## src/rtl/rv32i_cycle_sequencer.sv

```systemverilog
// rv32i_cycle_sequencer
//   Multi-cycle control FSM for the RV32I core. Each instruction walks
//   FETCH -> DECODE -> EXEC -> (MEM) -> WB over one shared memory port.
//   A memory request that goes unacknowledged for MEM_TIMEOUT cycles, or an
//   illegal opcode, parks the sequencer in HALT until reset.
// Ports
//   clk, nReset           clock (rising edge), async active-low reset
//   run                   start/continue; low stops at next instruction boundary
//   memAck                memory completes the current request this cycle
//   dec*                  decoder control flags (stable DECODE..WB)
//   branchTaken           branch-condition result
//   memReq/memWrite/memIsFetch  shared memory port request
//   irLoad                latch fetched word into IR
//   pcWrite/pcBranch      PC update and source select
//   regWrite/regWriteSel  register-file write enable and rd source
//   halted/fault          HALT state and its cause
//   instret               retired-instruction count (wraps)
module rv32i_cycle_sequencer #(
  parameter int MEM_TIMEOUT = 16,
  parameter int CNT_W       = 32
) (
  input  logic             clk,
  input  logic             nReset,
  input  logic             run,
  input  logic             memAck,
  input  logic             decRegWrite,
  input  logic             decLinkWrite,
  input  logic             decTestBranch,
  input  logic             decAlwaysBranch,
  input  logic             decRAMRead,
  input  logic             decRAMWrite,
  input  logic             decIllegal,
  input  logic             branchTaken,
  output logic             memReq,
  output logic             memWrite,
  output logic             memIsFetch,
  output logic             irLoad,
  output logic             pcWrite,
  output logic             pcBranch,
  output logic             regWrite,
  output logic [1:0]       regWriteSel,
  output logic             halted,
  output logic             fault,
  output logic [CNT_W-1:0] instret
);

  localparam int TW = $clog2(MEM_TIMEOUT + 1);

  typedef enum logic [2:0] {
    IDLE, FETCH, DECODE, EXEC, MEM, WB, HALT
  } state_t;

  state_t        state;
  logic [TW-1:0] tmoCnt;
  logic          faultQ;
  logic          tmoLast;

  // Last allowed cycle of a request: an ack here is still honoured,
  // otherwise the request times out.
  assign tmoLast = (tmoCnt == TW'(MEM_TIMEOUT - 1));

  always_ff @(posedge clk or negedge nReset) begin
    if (!nReset) begin
      state   <= IDLE;
      tmoCnt  <= '0;
      instret <= '0;
      faultQ  <= 1'b0;
    end else begin
      case (state)
        IDLE: begin
          if (run) begin
            state  <= FETCH;
            tmoCnt <= '0;
          end
        end
        FETCH, MEM: begin
          if (memAck) begin
            state <= (state == FETCH) ? DECODE : WB;
          end else if (tmoLast) begin
            state  <= HALT;
            faultQ <= 1'b1;
          end else begin
            tmoCnt <= tmoCnt + TW'(1);
          end
        end
        DECODE: begin
          if (decIllegal) begin
            state  <= HALT;
            faultQ <= 1'b1;
          end else begin
            state <= EXEC;
          end
        end
        EXEC: begin
          if (decRAMRead | decRAMWrite) begin
            state  <= MEM;
            tmoCnt <= '0;
          end else begin
            state <= WB;
          end
        end
        WB: begin
          instret <= instret + CNT_W'(1);
          tmoCnt  <= '0;
          state   <= run ? FETCH : IDLE;
        end
        HALT:    state <= HALT;
        default: state <= IDLE;
      endcase
    end
  end

  // Outputs are decoded from state (and memAck/decoder flags) so irLoad
  // coincides with the acknowledging cycle.
  always_comb begin
    memReq      = 1'b0;
    memWrite    = 1'b0;
    memIsFetch  = 1'b0;
    irLoad      = 1'b0;
    pcWrite     = 1'b0;
    pcBranch    = 1'b0;
    regWrite    = 1'b0;
    regWriteSel = 2'd0;
    halted      = 1'b0;
    case (state)
      FETCH: begin
        memReq     = 1'b1;
        memIsFetch = 1'b1;
        irLoad     = memAck;
      end
      MEM: begin
        memReq   = 1'b1;
        memWrite = decRAMWrite;
      end
      WB: begin
        pcWrite  = 1'b1;
        pcBranch = decAlwaysBranch | (decTestBranch & branchTaken);
        // A store carries both RAM flags; it never writes rd.
        regWrite = decRegWrite & ~decRAMWrite;
        if (decLinkWrite)                    regWriteSel = 2'd2;
        else if (decRAMRead & ~decRAMWrite)  regWriteSel = 2'd1;
        else                                 regWriteSel = 2'd0;
      end
      HALT:    halted = 1'b1;
      default: ;
    endcase
  end

  assign fault = faultQ;

endmodule

```

## config.mk

```make
export PLATFORM = sky130hd
export DESIGN_NAME = rv32i_cycle_sequencer
export DESIGN_NICKNAME = d
export VERILOG_FILES = /design/src/rtl/rv32i_cycle_sequencer.sv
export SDC_FILE = /design/constraint.sdc
export NUM_CORES = 1
export LEC_CHECK = 0
export ABC_AREA = 1
export CORE_MARGIN = 1.5
export CORE_UTILIZATION = 46
export CTS_CLUSTER_SIZE = 10
export DETAILED_ROUTE_END_ITERATION = 6
export GPL_ROUTABILITY_DRIVEN = 0
export PLACE_DENSITY = 0.75
export SYNTH_ARGS = -nofsm -noshare
export SYNTH_HDL_FRONTEND = slang
export SYNTH_SLANG_ARGS = --single-unit
```

## constraint.sdc

```tcl
create_clock -name clk -period 1.6 [get_ports clk]
set_input_delay 0.24 -clock clk [delete_from_list [all_inputs] [get_ports clk]]
set_output_delay 0.24 -clock clk [all_outputs]
set_load 0.05 [all_outputs]
```

==> flow_metrics.env <==
export IMPL_setup_ws_ns=-0.0564
export IMPL_post_route_period_util=1.04
export IMPL_layout_drive_gt1_share=0.363
export IMPL_drv_cap=0
export IMPL_final_common_cell="nand2_1"
export IMPL_area_delta_synth_final_pct=47.7
export IMPL_switching_power_mw=1.77
export IMPL_path_class="register to output pin"
export IMPL_dpl_cell_area_um2=3260
export IMPL_drt_iter0_drc=146
export IMPL_portBuffers=54
export IMPL_reg2reg_depth=8
export IMPL_grt_max_degree=18
export IMPL_p_per_area_nw_per_um2=1160
export IMPL_antennaDiodeCount=0
export IMPL_die_area_um2=5740
export IMPL_finalPower_mw=4.18
export IMPL_dp_cells=449
export IMPL_maxSlewHeadroom=0.742
export IMPL_vias=2375
export IMPL_final_cells=470
export IMPL_grt_pass1_wl_mm=9.72
export IMPL_stdcell_area_um2=3600
export IMPL_synth_nets=327
export IMPL_hold_viol=0
export IMPL_ant_nets=0
export IMPL_cts_buffers=5
export IMPL_dpl_hpwl_mm=4.54
export IMPL_io_pins=55
export IMPL_startpoint_type="register"
export IMPL_fmax_mhz=604
export IMPL_synth_seq_cells=41
export IMPL_end_kind="output pin"
export IMPL_min_period_ns=1.66
export IMPL_setup_viol=5
export IMPL_grt_ovfl_total=0
export IMPL_start_util=0.477
export IMPL_placeableCoreArea_um2=5110
export IMPL_synthFlopType="dfrtp_1"
export IMPL_yosysWarnings=0
export IMPL_crit_fanout=4
export IMPL_violations="negative setup slack"
export IMPL_viasPerCell=5.05
export IMPL_max_slew_worst_pin_slew_ns=0.388
export IMPL_die_h_um=75.8
export IMPL_intPower_mw=2.42
export IMPL_wl_per_cell_um=13.0
export IMPL_grt_use_total=0.224
export IMPL_drc=0
export IMPL_synthArstFlopShare=1.00
export IMPL_clockPowerShare=0.171
export IMPL_hold_worst_slack_ns=0.382
export IMPL_hold_class="input port to asynchronous set/reset pin"
export IMPL_clock_sinks=41
export IMPL_peakVddDrop_v=0.000901
export IMPL_clkSlewWorstSetupHoldPaths_ns=0.08
export IMPL_syn_cell_area_um2=2440
export IMPL_htree_num_levels=2
export IMPL_die_w_um=75.8
export IMPL_switching_share=0.422
export IMPL_p_leak_nw=1.72
export IMPL_clockBufferDepth=2
export IMPL_seq_area_frac_synth=0.421
export IMPL_rows=26
export IMPL_tritoncts="yes"
export IMPL_synth_cell_types=28
export IMPL_critical_path_arrival_ns=1.42
export IMPL_maxSlewViolCount=0
export IMPL_finClkSkew_ns=0.00972
export IMPL_final_cell_mix="nand2_1, buf_4, inv_1"
export IMPL_cts_root_buf="clkbuf_8"
export IMPL_comb_power_share=0.508
export IMPL_status="complete, but fails checks"
export IMPL_grt_setup_unrepaired="true"
export IMPL_first_pass_iters=4
export IMPL_wl_mm=6.13
export IMPL_num_nets_final=414
export IMPL_synth_edff_count=0
export IMPL_clk_latency_ns=0.30
export IMPL_antenna_found_initial=0
export IMPL_synth_cells=312
export IMPL_power_frac_seq=0.322
export IMPL_syn_area_per_cell_um2=7.81
export IMPL_cp_required_ns=1.36
export IMPL_grt_pass1_vias=2117
worst max-delay path, stage by stage (launching register included):
cell and delay, ns:
dfrtp_2 0.42, buf_4 0.16, nor2_4 0.12, nand2_2 0.10, nand2_2 0.08, buf_4 0.12
buf_12 0.12
per-stage QoR:
| step | setup TNS, ns | worst slack, ns | utilization |
|---|---|---|---|
| 2_1_floorplan | -0.163 | -0.0813 | - |
| 6_report | -0.183 | -0.0564 | 0.705 |
| 3_5_place_dp | -0.538 | -0.0997 | 0.639 |
| 4_1_cts | -0.336 | -0.114 | 0.679 |
| 3_3_place_gp | -0.00877 | -0.00379 | 0.639 |
| 5_1_grt | -0.486 | -0.106 | 0.705 |
cell usage after synthesis, types with 4 or more instances:
cell type   n  area share
inv_1      48       0.074
nand4_1    14       0.036
nor2_1     31       0.048
xor2_1      8       0.029
nand2_1    82        0.13
nand3_2     4       0.016
nor2_2     10       0.026
xnor2_1    10       0.036
o21ai_0     9       0.018
nand3_1    17       0.035
nor3_1      6       0.012
dfrtp_1    41        0.42
routing by layer:
| layer | part of all wire | vias to the layer above | track usage |
|---|---|---|---|
| met5 | 0 | - | 0 |
| met4 | 0.019 | 0 | 0.0734 |
| met3 | 0.039 | 15 | 0.0489 |
| met2 | 0.51 | 47 | 0.353 |
| met1 | 0.44 | 1142 | 0.307 |
| li1 | - | 1171 | - |
timing repair:
item	in CTS	in global routing
hold buffers	1	0
setup endpoints to repair	14	20
resized for setup	21	20
hold endpoints to repair	15	0
setup buffers	6	6
pin swaps	7	8
worst paths after layout:
path	startpoint	endpoint	slack, ns
worst min register to register	fault	fault	0.48
worst max register to register	state[1]	instret[24]	0.08
max in group asynchronous	nReset	instret[2]	0.68
worst max-delay path	state[1]	memReq	-0.06
worst min-delay path	nReset	instret[18]	0.38
min in group clk	fault	fault	0.48
kinds of logic (layout without fill, tap and decap cells):
| family | Yosys count | after routing | share of synthesized area |
|---|---|---|---|
| xor gates and xnor gates | 18 | 18 | 0.0647 |
| and+or+nand+nor | 181 | 181 | 0.375 |
| DFF | 41 | 41 | 0.421 |
| AOI/OAI and AO/OA | 17 | 17 | 0.0380 |
| adders and majority gates | 3 | 3 | 0.0154 |
| buffers and inverters | 52 | 140 | 0.0862 |
layout make-up:
class | count | area, um2
fill | 394 | 1510
multi-input combinational | 219 | 1360
sequential | 41 | 1040
timing repair buffer | 82 | 827
inverter | 50 | 188
tap | 70 | 87.6
clock buffer | 6 | 82.6
clock inverter | 2 | 13.8
power by group through the flow:
stage | clock network (mW) | registers (mW) | logic, mW
final | 0.714 | 1.35 | 2.12
after global routing | 0.767 | 1.36 | 2.28
after CTS | 0.729 | 1.32 | 1.90
after detailed placement | 0 | 1.34 | 1.69
after global placement | 0 | 1.33 | 1.66
after floorplan | 0 | 1.48 | 0.864
sequential cells by signal, summed over array words and instances (netlist names):
register and flops:
fault 1, tmoCnt 5, instret 32, state 3
No activity file was read; power rests on OpenSTA's default activity.
